--- src/rtl/ttl_logic_pkg.sv ---
// ttl_logic_pkg: shared definitions for the TTL-replacement logic blocks.
//   phase_e : nibble-pairing phase (ST_IDLE awaits the A/low nibble,
//             ST_HAVE_A holds it while waiting for the B/high nibble)
//   clog2   : elaboration-time ceiling log2 for pointer/count widths
package ttl_logic_pkg;

   typedef enum logic {
      ST_IDLE   = 1'b0,
      ST_HAVE_A = 1'b1
   } phase_e;

   // Ceiling log2; clog2(1) = 0, clog2(2) = 1, clog2(4) = 2.
   function automatic int unsigned clog2(input int unsigned n);
      int unsigned r;
      int unsigned v;
      r = 0;
      v = 1;
      while (v < n) begin
         v = v << 1;
         r = r + 1;
      end
      return r;
   endfunction

endpackage

--- src/rtl/ls157_demux_fifo.sv ---
// ls157_demux_fifo: small synchronous FIFO for rebuilt words, registered head.
//   clk, rst   : clock, synchronous active-high reset
//   push       : write wdata this edge (dropped if full and not popping)
//   pop        : read head this edge (ignored while empty)
//   wdata      : word to enqueue
//   q          : registered head word, 0 when empty
//   valid      : registered non-empty flag
//   count      : registered occupancy
//   drop_c     : combinational, push is being discarded this cycle
module ls157_demux_fifo
   import ttl_logic_pkg::*;
#(
   parameter int unsigned W2    = 8,
   parameter int unsigned DEPTH = 2
) (
   input  logic                  clk,
   input  logic                  rst,
   input  logic                  push,
   input  logic                  pop,
   input  logic [W2-1:0]         wdata,
   output logic [W2-1:0]         q,
   output logic                  valid,
   output logic [clog2(DEPTH):0] count,
   output logic                  drop_c
);

   localparam int unsigned AW = clog2(DEPTH);
   localparam int unsigned CW = AW + 1;

   logic [W2-1:0] mem [DEPTH];
   logic [AW-1:0] rd_ptr;
   logic [AW-1:0] wr_ptr;
   logic [AW-1:0] rd_nxt;
   logic [AW-1:0] wr_nxt;
   logic [CW-1:0] count_nxt;
   logic [CW-1:0] remain_c;
   logic [W2-1:0] q_nxt;
   logic          full_c;
   logic          pop_eff;
   logic          push_eff;

   // Pop/push qualification; a full FIFO still accepts a push when popping.
   always_comb begin
      full_c   = (count == CW'(DEPTH));
      pop_eff  = pop & valid;
      push_eff = push & (~full_c | pop_eff);
      drop_c   = push & full_c & ~pop_eff;
   end

   // Next pointers, occupancy and head word.
   always_comb begin
      rd_nxt    = rd_ptr;
      wr_nxt    = wr_ptr;
      q_nxt     = '0;
      if (pop_eff)  rd_nxt = AW'(rd_ptr + AW'(1));
      if (push_eff) wr_nxt = AW'(wr_ptr + AW'(1));
      remain_c  = CW'(count - CW'(pop_eff));
      count_nxt = CW'(remain_c + CW'(push_eff));
      // If nothing survives the pop, the new head is the word being written now.
      if (count_nxt == '0)
         q_nxt = '0;
      else if (remain_c == '0)
         q_nxt = wdata;
      else
         q_nxt = mem[rd_nxt];
   end

   // Pointer, count and head registers.
   always_ff @(posedge clk) begin
      if (rst) begin
         rd_ptr <= '0;
         wr_ptr <= '0;
         count  <= '0;
         q      <= '0;
         valid  <= 1'b0;
      end else begin
         rd_ptr <= rd_nxt;
         wr_ptr <= wr_nxt;
         count  <= count_nxt;
         q      <= q_nxt;
         valid  <= (count_nxt != '0);
      end
   end

   // Storage needs no reset: the head register is gated by occupancy.
   always_ff @(posedge clk) begin
      if (push_eff) mem[wr_ptr] <= wdata;
   end

endmodule

--- src/rtl/ls157_nibble_demux.sv ---
// ls157_nibble_demux: rebuilds 2*W-bit words from an ls157-style time-muxed
// nibble bus (A = low nibble, B = high nibble) and queues them.
//   CLK    : clock
//   RST    : synchronous active-high reset
//   nG     : active-low strobe; D/nSELA sampled only when low
//   nSELA  : phase tag, 0 = A (low), 1 = B (high)
//   D      : nibble bus
//   Q      : FIFO head {B,A}, 0 when empty
//   VALID  : FIFO non-empty
//   READY  : consumer accepts Q on VALID&READY
//   COUNT  : FIFO occupancy
//   ERR    : 1-cycle pulse on phase sequence violation
//   OVF    : 1-cycle pulse when a completed word is dropped (FIFO full)
module ls157_nibble_demux
   import ttl_logic_pkg::*;
#(
   parameter int unsigned W     = 4,
   parameter int unsigned DEPTH = 2
) (
   input  logic                  CLK,
   input  logic                  RST,
   input  logic                  nG,
   input  logic                  nSELA,
   input  logic [W-1:0]          D,
   output logic [2*W-1:0]        Q,
   output logic                  VALID,
   input  logic                  READY,
   output logic [clog2(DEPTH):0] COUNT,
   output logic                  ERR,
   output logic                  OVF
);

   phase_e         state;
   phase_e         state_nxt;
   logic [W-1:0]   lo;
   logic [W-1:0]   lo_nxt;
   logic           push_c;
   logic           err_nxt;
   logic           drop_c;
   logic [2*W-1:0] word_c;

   // Phase FSM: pair an A sample with the next B sample.
   always_comb begin
      state_nxt = state;
      lo_nxt    = lo;
      push_c    = 1'b0;
      err_nxt   = 1'b0;
      if (!nG) begin
         case (state)
            ST_IDLE: begin
               if (!nSELA) begin
                  lo_nxt    = D;
                  state_nxt = ST_HAVE_A;
               end else begin
                  err_nxt = 1'b1;
               end
            end
            ST_HAVE_A: begin
               if (!nSELA) begin
                  // Repeated A: latest nibble wins, flag the glitch.
                  lo_nxt  = D;
                  err_nxt = 1'b1;
               end else begin
                  push_c    = 1'b1;
                  state_nxt = ST_IDLE;
               end
            end
            default: state_nxt = ST_IDLE;
         endcase
      end
   end

   assign word_c = {D, lo};

   // FSM state, A-hold register and status pulses.
   always_ff @(posedge CLK) begin
      if (RST) begin
         state <= ST_IDLE;
         lo    <= '0;
         ERR   <= 1'b0;
         OVF   <= 1'b0;
      end else begin
         state <= state_nxt;
         lo    <= lo_nxt;
         ERR   <= err_nxt;
         OVF   <= drop_c;
      end
   end

   ls157_demux_fifo #(
      .W2    (2*W),
      .DEPTH (DEPTH)
   ) u_fifo (
      .clk    (CLK),
      .rst    (RST),
      .push   (push_c),
      .pop    (READY),
      .wdata  (word_c),
      .q      (Q),
      .valid  (VALID),
      .count  (COUNT),
      .drop_c (drop_c)
   );

endmodule

--- config.mk ---
export PLATFORM = sky130hd
export DESIGN_NAME = ls157_nibble_demux
export DESIGN_NICKNAME = d
export VERILOG_FILES = /design/src/rtl/ttl_logic_pkg.sv /design/src/rtl/ls157_demux_fifo.sv /design/src/rtl/ls157_nibble_demux.sv
export SDC_FILE = /design/constraint.sdc
export NUM_CORES = 1
export LEC_CHECK = 0
export CAP_MARGIN = 40
export CORE_MARGIN = 4
export CORE_UTILIZATION = 40
export CTS_CLUSTER_SIZE = 25
export DETAILED_ROUTE_END_ITERATION = 8
export PLACE_DENSITY = 0.74
export REMOVE_ABC_BUFFERS = 1
export SETUP_SLACK_MARGIN = 0.15
export SYNTH_ARGS = -nofsm -noshare
export SYNTH_HDL_FRONTEND = slang
export SYNTH_SLANG_ARGS = --single-unit
--- constraint.sdc ---
create_clock -name CLK -period 3.05 [get_ports CLK]
set_input_delay 0.61 -clock CLK [delete_from_list [all_inputs] [get_ports CLK]]
set_output_delay 0.61 -clock CLK [all_outputs]
set_load 0.03 [all_outputs]
==> metrics.md, run 1 <==
| Metric | Value |
|---|---|
| CTS-repair resized insts | 0 |
| Pin count of the biggest net entering global routing | 29 |
| Setup-failing EPs final | 0 |
| Hold slack | 0.5128 ns |
| Final hold viol count | 0 |
| Drt initial violations | 36 |
| R2R Setup Slk | roughly 1.2 ns |
| Gp weighted congestion | 0.7816 |
| IO Count | 22 |
| Mapped Area | 1453 sq um |
| Rows | 21 |
| Pins Over Slew Limit | 0 |
| Critical Path Start | u_fifo.count[0]$_SDFF_PP0_ |
| Setup WS pre-CTS | 0.4819 ns |
| Drt pass-1 iters | 4 |
| Vias per inst | 5.290 |
| Crit path max-delay family | buffers and inverters |
| Power per Cell Area | 563.2 nW/um^2 |
| CP Capture Type | primary output |
| Non-Filler Instances | between 150 and 200 |
| Multiplexer share of the synthesized area | around 6.3% |
| Clock sink count | 36 |
| CP Max Fanout | 13 |
| Die Span Y | 68.26 microns |
| VDD IR max | 285.0 uV |
| CTS tree | done |
| Slew headroom | 36.61% |
| Yosys Warn Count | 0 |
| Clock latency on the worst-skew pair | 0.34 ns |
| Part of the Yosys area used for sequential elements | 60.64% |
| Nets@finish | ~150 |
| Clk root buf | clkbuf_4 |
| Main combinational cell family by area after synthesis | compound AO/OA/AOI/OAI gates |
| Final WS setup | 0.7423 ns |
| Min-Delay Path Class | reg2reg |
| Die area | 4659 sq um |
| Crit path DAT | 1.70 ns |
| Global-route wire length before repair | 4464 microns |
| Highest clock rate | between 400 and 500 MHz |
| Placed instance area | 1687 sq um |
| Post-CTS Setup Inserts | 0 |
| Post-Syn Instances | 118 |
| R2R Path End | u_fifo.q[5]$_SDFF_PP0_ |
| Worst slew pin tran | 0.9479 ns |
| Most common cell after layout, fill and taps aside | clkdlybuf4s50_1 |
| Longest Clk Path Bufs | 2 |
| Fin crit period | 2.308 ns |
| P&R area growth vs syn | 21.36% |
| RR Startpoint | u_fifo.count[0]$_SDFF_PP0_ |
| Worst Reg-to-Reg Cells | 4 |
| Hold_buf cts | 0 |
| Hold endpoint | u_fifo.mem[0][1]$_DFFE_PP_ |
| CP Class | reg2out |
| Status | complete, no violations |
| Buf/Inv on CP | 1 |
| Buffers on Ports | 21 |
| Area of the core | approximately 3400 sq um |
| CP max-delay cell | clkdlybuf4s50_1 |
| Most frequent cells in the layout | 21 x clkdlybuf4s50_1, 20 x dfxtp_1, 16 x edfxtp_1 |
| Vias in the first global route | 910 |
| Placed insts | 178 |
| Syn_area_per_cell | 12.31 sq um |
| Die X | 68.26 microns |
| #FFs+latches synth | 36 |
| Htree depth | 2 |
| Initial antenna violation count | 0 |
| Share of layout cells above drive strength 1 | 10.71% |
| GRT overflow | 0 |
| Post-Synth Adder-Cell Area | 0.8613% |
| Type of origin of the critical path | flop |
| Number of routed nets with antenna violations | 0 |
| Hold Path Depth | 0 |
| Critical path cell sequence | clkdlybuf4s50_1 |
| Initial Util | 42.53% |
| Synth Area in Compound Gates | between 10% and 20% |
| Static Leak | slightly above 0.6 nW |
| Avg WL per Cell | 14.69 microns |
| Cts bufs inserted | 5 |
| Worst-path clk slew | 0.11 ns |
| CP peak stage delay | 0.76 ns |
| TNS Setup | 0 ns |
| Fin area | 1763 sq um |
| Worst EP required | between 2 and 2.5 ns |
| MaxCap Viol Count | 0 |
| Routed WL | 2732 microns |
| Post-synthesis xor/xnor area fraction | 3.101% |
| Critical hold path startpoint | lo[1]$_SDFFE_PP0P_ |
| DP HPWL | between 1500 and 2000 microns |
| Final Cycle Share | approximately three quarters |
| Vias | slightly below 1,000 |
| RSZ-0062 raised after global routing | no |
| Antenna cell count | 0 |
| GRT Util Overall | a little over an eighth |
| Worst Skew | between 0.007 and 0.008 ns |
| Yosys cell types | 32 |
| Synth Area in Simple Gates | 12.49% |
| DRC errors left | 0 |
[flip-flops by register name (all words and copies together) (netlist names)]
signal and count:
ERR 1, OVF 1, lo 4, state 1, u_fifo.count 2, u_fifo.mem 16, u_fifo.q 8, u_fifo.rd_ptr 1
u_fifo.valid 1, u_fifo.wr_ptr 1
[synth_stat cells, drive strengths merged]
library cell  number  area share (%)
o32ai              8             4.8
ha                 1            0.86
and3               2            0.95
clkbuf             6             1.6
a211oi             2             1.0
a41oi              1            0.60
dfxtp             20              28
nor3b              2             1.0
nor2b              1            0.43
inv                1            0.26
buf                2             1.3
o21bai             1            0.78
mux2i              8             5.5
o21ai              7             2.7
nor4               1            0.43
o21a               1            0.52
mux2               1            0.78
nor2               6             1.6
nor3               4             1.4
nand2              6             1.6
a21bo              1            0.69
nand3b             8             4.1
and2               1            0.60
nand2b             1            0.43
xnor2              3             3.1
a21oi              7             2.4
edfxtp            16              33
[layout make-up]
class	count	area [sq um]
repair buffers	22	217.7
inverters	1	3.754
clock inverters	2	35.03
well taps	46	57.56
multi-input cells	73	526.8
flip-flops and latches	36	880.8
clock buffers	6	41.29
fillers	300	1653
[cells by family (layout without fill, tap and decap cells)]
logic type                 count (synthesis)  in the layout
xor gates and xnor gates                   3              3
DFF                                       36             36
and+or+nand+nor                           32             32
muxes                                      9              9
AOI/OAI and AO/OA                         28             28
adders and majority gates                  1              1
buffers and inverters                      9             31
[through the flow]
step | utilization (%) | power [mW]
floorplan | - | 0.6208
global placement | 49.38 | 0.6731
detailed placement | 49.38 | 0.6778
CTS | 51.61 | 1.001
global route | 51.61 | 1.038
finish | 51.61 | 0.9929
[power breakdown]
group	leakage (nW)	switching (mW)	internal [mW]
Sequential	0.305	0.0139	0.519
Clock	0.0422	0.155	0.172
Combinational	0.275	0.0739	0.0587
[worst max path at each step]
stage / cells after the start / endpoint / slack, ns
global placement: 5 / u_fifo.mem[0][4]$_DFFE_PP_ / 0.57
global route: 1 / COUNT[0] / 0.65
CTS: 1 / COUNT[0] / 0.72
detailed placement: 5 / u_fifo.mem[1][0]$_DFFE_PP_ / 0.48
finish: 1 / COUNT[0] / 0.74
floorplan: 4 / u_fifo.mem[0][0]$_DFFE_PP_ / 0.82
[per-layer routing]
layer / up-vias / wire length (microns) / GRT usage [%]
met5: - / 0 / 0
met4: 0 / 46 / 6.700
met3: 5 / 143 / 4.762
met2: 23 / 1356 / 22.14
met1: 470 / 1185 / 16.15
li1: 486 / - / -
No activity file was read; power rests on OpenSTA's default activity.
==> inputs of run 2 (changes only) <==
Settings changed: PLACE_DENSITY 0.74 to 0.76.
Clock period 3.05 ns to 1.91 ns, I/O delays scaled along.
==> run 2 against run 1 <==
Flip-flop and latch count did not move. Utilization is 4.0 points higher. Total power up 62%. Die area is the same. Clock skew is 0.00090 ns lower. Design area up 7.7%. Critical path type unchanged. Critical endpoint is now Q[0]. Largest cell class unchanged.
==> metrics.md, run 2 (same netlist as run 1, synthesis figures left out) <==
| Metric | Value |
|---|---|
| Status | complete, no violations |
| DP HPWL | 1919 microns |
| MaxCap Viol Count | 0 |
| Final hold viol count | 0 |
| GRT overflow | 0 |
| Min-Delay Path Class | reg2reg |
| Static Leak | 0.8324 nW |
| Initial antenna violation count | 0 |
| Post-layout util | 55.57% |
| Overall power | approximately 1.6 mW |
| VDD IR max | a little under 600 uV |
| Final Cycle Share | between 80% and 90% |
| CP max-delay cell | clkdlybuf4s50_1 |
| Die area | about 4700 sq um |
| Crit path DAT | ~1.3 ns |
| Drt pass-1 iters | 2 |
| Gp weighted congestion | 0.7860 |
| Clock sink count | 36 |
| P&R area growth vs syn | 30.66% |
| Vias per inst | 5.105 |
| Vias in the first global route | approximately 970 |
| Highest clock rate | 586.6 MHz |
| Power per Cell Area | roughly 850 nW/um^2 |
| Fin crit period | 1.705 ns |
| Number of routed nets with antenna violations | 0 |
| Max FFs per register | 16 |
| Global-route wire length before repair | 4229 microns |
| Clk root buf | clkbuf_4 |
| Crit path max-delay family | buffers and inverters |
| Setup-failing EPs final | 0 |
| Buffers on Ports | 21 |
| Hold_buf cts | 0 |
| Top reg by flops | u_fifo.mem |
| Biggest regs | u_fifo.mem: 16 flops, u_fifo.q: 8 flops, lo: 4 flops |
| DRC errors left | 0 |
| RSZ-0062 raised after global routing | no |
| Longest Clk Path Bufs | 2 |
| Avg WL per Cell | between 10 and 15 microns |
| GRT Util Overall | 13.04% |
| Filler cell count | 313 |
| Pin count of the biggest net entering global routing | 23 |
| Drt initial violations | 39 |
| IO Count | 22 |
| Critical path cell sequence | clkdlybuf4s50_1 |
| Pins Over Slew Limit | 0 |
| Htree depth | 2 |
| CP Max Fanout | 1 |
| Share of layout cells above drive strength 1 | between 10% and 20% |
| Most common cell after layout, fill and taps aside | dfxtp_1 |
| CP Class | reg2out |
| Clock latency on the worst-skew pair | 0.34 ns |
| Placed insts | about 190 |
| Vias | 1,021 |
| Non-Filler Instances | 200 |
| Slew headroom | 78.57% |
| Antenna cell count | 0 |
| Cts bufs inserted | 5 |
| Initial Util | 42.53% |
| CTS tree | done |
| Type of origin of the critical path | flop |
| Worst slew pin tran | 0.3210 ns |
| Die X | 68.26 microns |
| Nets@finish | 163 |
| Worst Skew | ~0.0068 ns |
| Buf/Inv on CP | 1 |
| Die Span Y | 68.26 microns |
| Most frequent cells in the layout | 20 x dfxtp_1, 16 x edfxtp_1, 14 x buf_4, 11 x clkdlybuf4s50_1 |
| Worst-path clk slew | 0.10 ns |
| Area of the core | about 3400 sq um |
| Worst EP required | 1.53 ns |
| Routed WL | 2678 microns |
| CP peak stage delay | 0.66 ns |
| CP Capture Type | primary output |
| Rows | 21 |
run 2: cell count changes in the layout (fill, tap and decap cells not counted), sizes merged:
cell	previous run	this run
buf	1	15
clkbuf	6	5
clkdlybuf4s50	21	11
clkinvlp	0	1
dlygate4sd2	0	3
dlymetal6s2s	0	7
run 2: final timing paths:
path | from | endpoint | slack, ns | depth (start not counted)
worst max-delay path | u_fifo.q[0]$_SDFF_PP0_ | Q[0] | 0.21 | 1
worst min-delay path | lo[2]$_SDFFE_PP0P_ | u_fifo.mem[1][2]$_DFFE_PP_ | 0.49 | 0
worst max register to register | u_fifo.count[1]$_SDFF_PP0_ | u_fifo.mem[1][7]$_DFFE_PP_ | 0.44 | 4
worst min register to register | lo[2]$_SDFFE_PP0P_ | u_fifo.mem[1][2]$_DFFE_PP_ | 0.49 | 0
run 2: layout make-up:
cell class | count | area, sq um | area share [%]
timing repair buffer | 36 | 349.1 | 18.39
tap | 46 | 57.56 | 3.032
clock buffer | 5 | 37.54 | 1.978
inverter | 1 | 3.754 | 0.1978
clock inverter | 3 | 42.54 | 2.241
multi-input combinational | 73 | 526.8 | 27.75
sequential | 36 | 880.8 | 46.41
run 2: where the power goes:
part / total, mW / internal, mW / switching (mW)
combinational: 0.245 / 0.118 / 0.127
sequential: 0.847 / 0.829 / 0.0173
clock: 0.522 / 0.273 / 0.249
run 2: repair_timing:
item,4_1_cts,5_1_grt
gates resized for setup,3,7
setup endpoints to repair,3,7
gates cloned,0,0
pin swaps,0,0
buffers inserted,0,0
run 2: metrics by stage:
step / TNS, ns / area [sq um] / setup WS (ns) / hold WS (ns)
after floorplan: -1.434 / 1411 / -0.08966 / 0.4415
after global placement: 0 / 1804 / 0.02110 / 0.4635
after detailed placement: -0.03666 / 1804 / -0.008490 / 0.4674
after CTS: 0 / 1881 / 0.1630 / 0.4937
after global routing: 0 / 1898 / 0.1531 / 0.5204
final: 0 / 1898 / 0.2054 / 0.4895
run 2: metal layers:
metal	part of all wire, %	routed length [microns]	GRT usage (%)
met5	0	0	0
met4	2.0	54	6.700
met3	4.0	108	4.598
met2	51	1371	23.47
met1	43	1144	13.12
==> inputs of run 3 (changes only) <==
Settings changed: CORE_MARGIN 4 to 2, CORE_UTILIZATION 40 to 47, PLACE_DENSITY 0.76 to 0.86.
==> run 3 against run 2 <==
Die area down 24%. Worst setup slack better by 0.0014 ns. Flip-flop and latch count unchanged. Non-clock buffer count down 1. Largest power group unchanged.
==> metrics.md, run 3 (same netlist as run 1, synthesis figures left out) <==
| Metric | Value |
|---|---|
| Initial Util | 48.37% |
| Clock latency on the worst-skew pair | about 0.33 ns |
| CTS tree | done |
| Area of the core | ~3000 sq um |
| Slew headroom | 72.42% |
| Die Span Y | 59.60 microns |
| Worst-path clk slew | 0.11 ns |
| CP Capture Type | primary output |
| RSZ-0062 raised after global routing | no |
| Final WS setup | 0.2068 ns |
| Buf/Inv on CP | 1 |
| Multi-input logic area | 526.8 sq um |
| Crit path max-delay family | buffers and inverters |
| Top reg by flops | u_fifo.mem |
| Static Leak | 0.7381 nW |
| FF+latch area | 880.8 sq um |
| Antenna cell count | 0 |
| Most common cell after layout, fill and taps aside | dfxtp_1 |
| TNS Setup | 0 ns |
| Overall power | 1.470 mW |
| Clock sink count | 36 |
| Initial antenna violation count | 0 |
| CP Max Fanout | 1 |
| Critical path cell sequence | clkdlybuf4s50_1 |
| MaxCap Viol Count | 0 |
| Pins Over Slew Limit | 0 |
| Nets@finish | ~160 |
| Worst Skew | 0.01523 ns |
| CP peak stage delay | 0.66 ns |
| Min-Delay Path Class | reg2reg |
| Global-route wire length before repair | 4857 microns |
| Pin count of the biggest net entering global routing | 29 |
| GRT Util Overall | between 10% and 20% |
| Share of layout cells above drive strength 1 | 17.65% |
| Buffers on Ports | 21 |
| Biggest regs | u_fifo.mem: 16 flops, u_fifo.q: 8 flops, lo: 4 flops |
| Type of origin of the critical path | flop |
| Clk root buf | clkbuf_4 |
| CP max-delay cell | clkdlybuf4s50_1 |
| DRC errors left | 0 |
| Htree depth | 2 |
| P&R area growth vs syn | 25.67% |
| Gp weighted congestion | ~0.73 |
| Fin area | 1826 sq um |
| CP Class | reg2out |
| Placed instance area | 1768 sq um |
| Final hold viol count | 0 |
| Status | complete, no violations |
| Power per Cell Area | 805.4 nW/um^2 |
| Highest clock rate | 587.1 MHz |
| GRT overflow | 0 |
| VDD IR max | 377.5 uV |
| Vias | 1,064 |
| Vias in the first global route | 1,028 |
| Avg WL per Cell | roughly 16 microns |
| Worst slew pin tran | 0.4137 ns |
| R2R Setup Slk | between 0.4 and 0.5 ns |
| Routed WL | between 3000 and 4000 microns |
| Drt pass-1 iters | 4 |
| Drt initial violations | between 50 and 60 |
| Vias per inst | 5.720 |
| Longest Clk Path Bufs | 2 |
| Setup-failing EPs final | 0 |
| Crit path DAT | 1.32 ns |
| Max FFs per register | 16 |
| Setup WS pre-CTS | -0.1148 ns |
| Number of routed nets with antenna violations | 0 |
| Fin crit period | 1.703 ns |
| Worst EP required | approximately 1.5 ns |
| Cts bufs inserted | 5 |
| IO Count | 22 |
| Hold_buf cts | 0 |
| Most frequent cells in the layout | 20 x dfxtp_1, 16 x edfxtp_1, 15 x clkdlybuf4s50_1, 14 x buf_4 |
| Die X | 59.60 microns |
| Rows | 20 |
| Die area | between 3000 and 4000 sq um |
| DP HPWL | 2201 microns |
| Final Cycle Share | 89.17% |
| Filler cell count | between 200 and 250 |
==> run 3: cell types whose count changed in the layout (fill, tap and decap cells not counted), sizes merged <==
cell	delta
buf	-1
bufinv	-1
clkbuf	+2
clkdlybuf4s50	+4
clkinvlp	-1
dlymetal6s2s	-4
==> run 3: layout make-up <==
cell class	instances	area share [%]
clock inverters	1	0.4798
multi-input cells	73	28.86
inverters	1	0.2056
clock buffers	7	2.467
well taps	33	2.262
flip-flops and latches	36	48.25
repair buffers	35	17.48
==> run 3: per-layer routing <==
layer	track usage, %	part of all wire [%]
met2	32.34	53
met1	23.28	40
met4	10.48	2.6
met3	5.895	4.1
met5	0	0
==> run 3: timing repair <==
| item | 4_1_cts | 5_1_grt |
|---|---|---|
| setup buffers | 0 | 0 |
| cloned | 0 | 0 |
| gates resized for setup | 3 | 3 |
| endpoints found under the setup margin | 3 | 3 |
==> run 3: path summary, 6_finish.rpt <==
| path | cells after the start | from | to |
|---|---|---|---|
| hold / removal | 0 | lo[1]$_SDFFE_PP0P_ | u_fifo.mem[0][1]$_DFFE_PP_ |
| setup / recovery | 1 | OVF$_SDFF_PP0_ | OVF |
| setup reg to reg | 6 | state$_SDFFE_PP0N_ | u_fifo.count[1]$_SDFF_PP0_ |
| hold reg to reg | 0 | lo[1]$_SDFFE_PP0P_ | u_fifo.mem[0][1]$_DFFE_PP_ |
==> run 3: power by group <==
| group | switching [mW] | internal [mW] | total [mW] |
|---|---|---|---|
| logic | 0.129 | 0.108 | 0.237 |
| clock network | 0.237 | 0.148 | 0.385 |
| registers | 0.0184 | 0.830 | 0.848 |
| total | 0.384 | 1.09 | 1.47 |
==> run 3: per-stage QoR <==
| stage | hold slack, ns | std cells | utilization, % |
|---|---|---|---|
| 6_report | 0.4933 | 186 | 60.79 |
| 5_1_grt | 0.5273 | 186 | 60.79 |
| 4_1_cts | 0.4926 | 186 | 60.54 |
| 3_5_place_dp | 0.4710 | 178 | 58.88 |
| 3_3_place_gp | 0.4691 | 178 | 58.88 |
| 2_1_floorplan | 0.4415 | 110 | - |
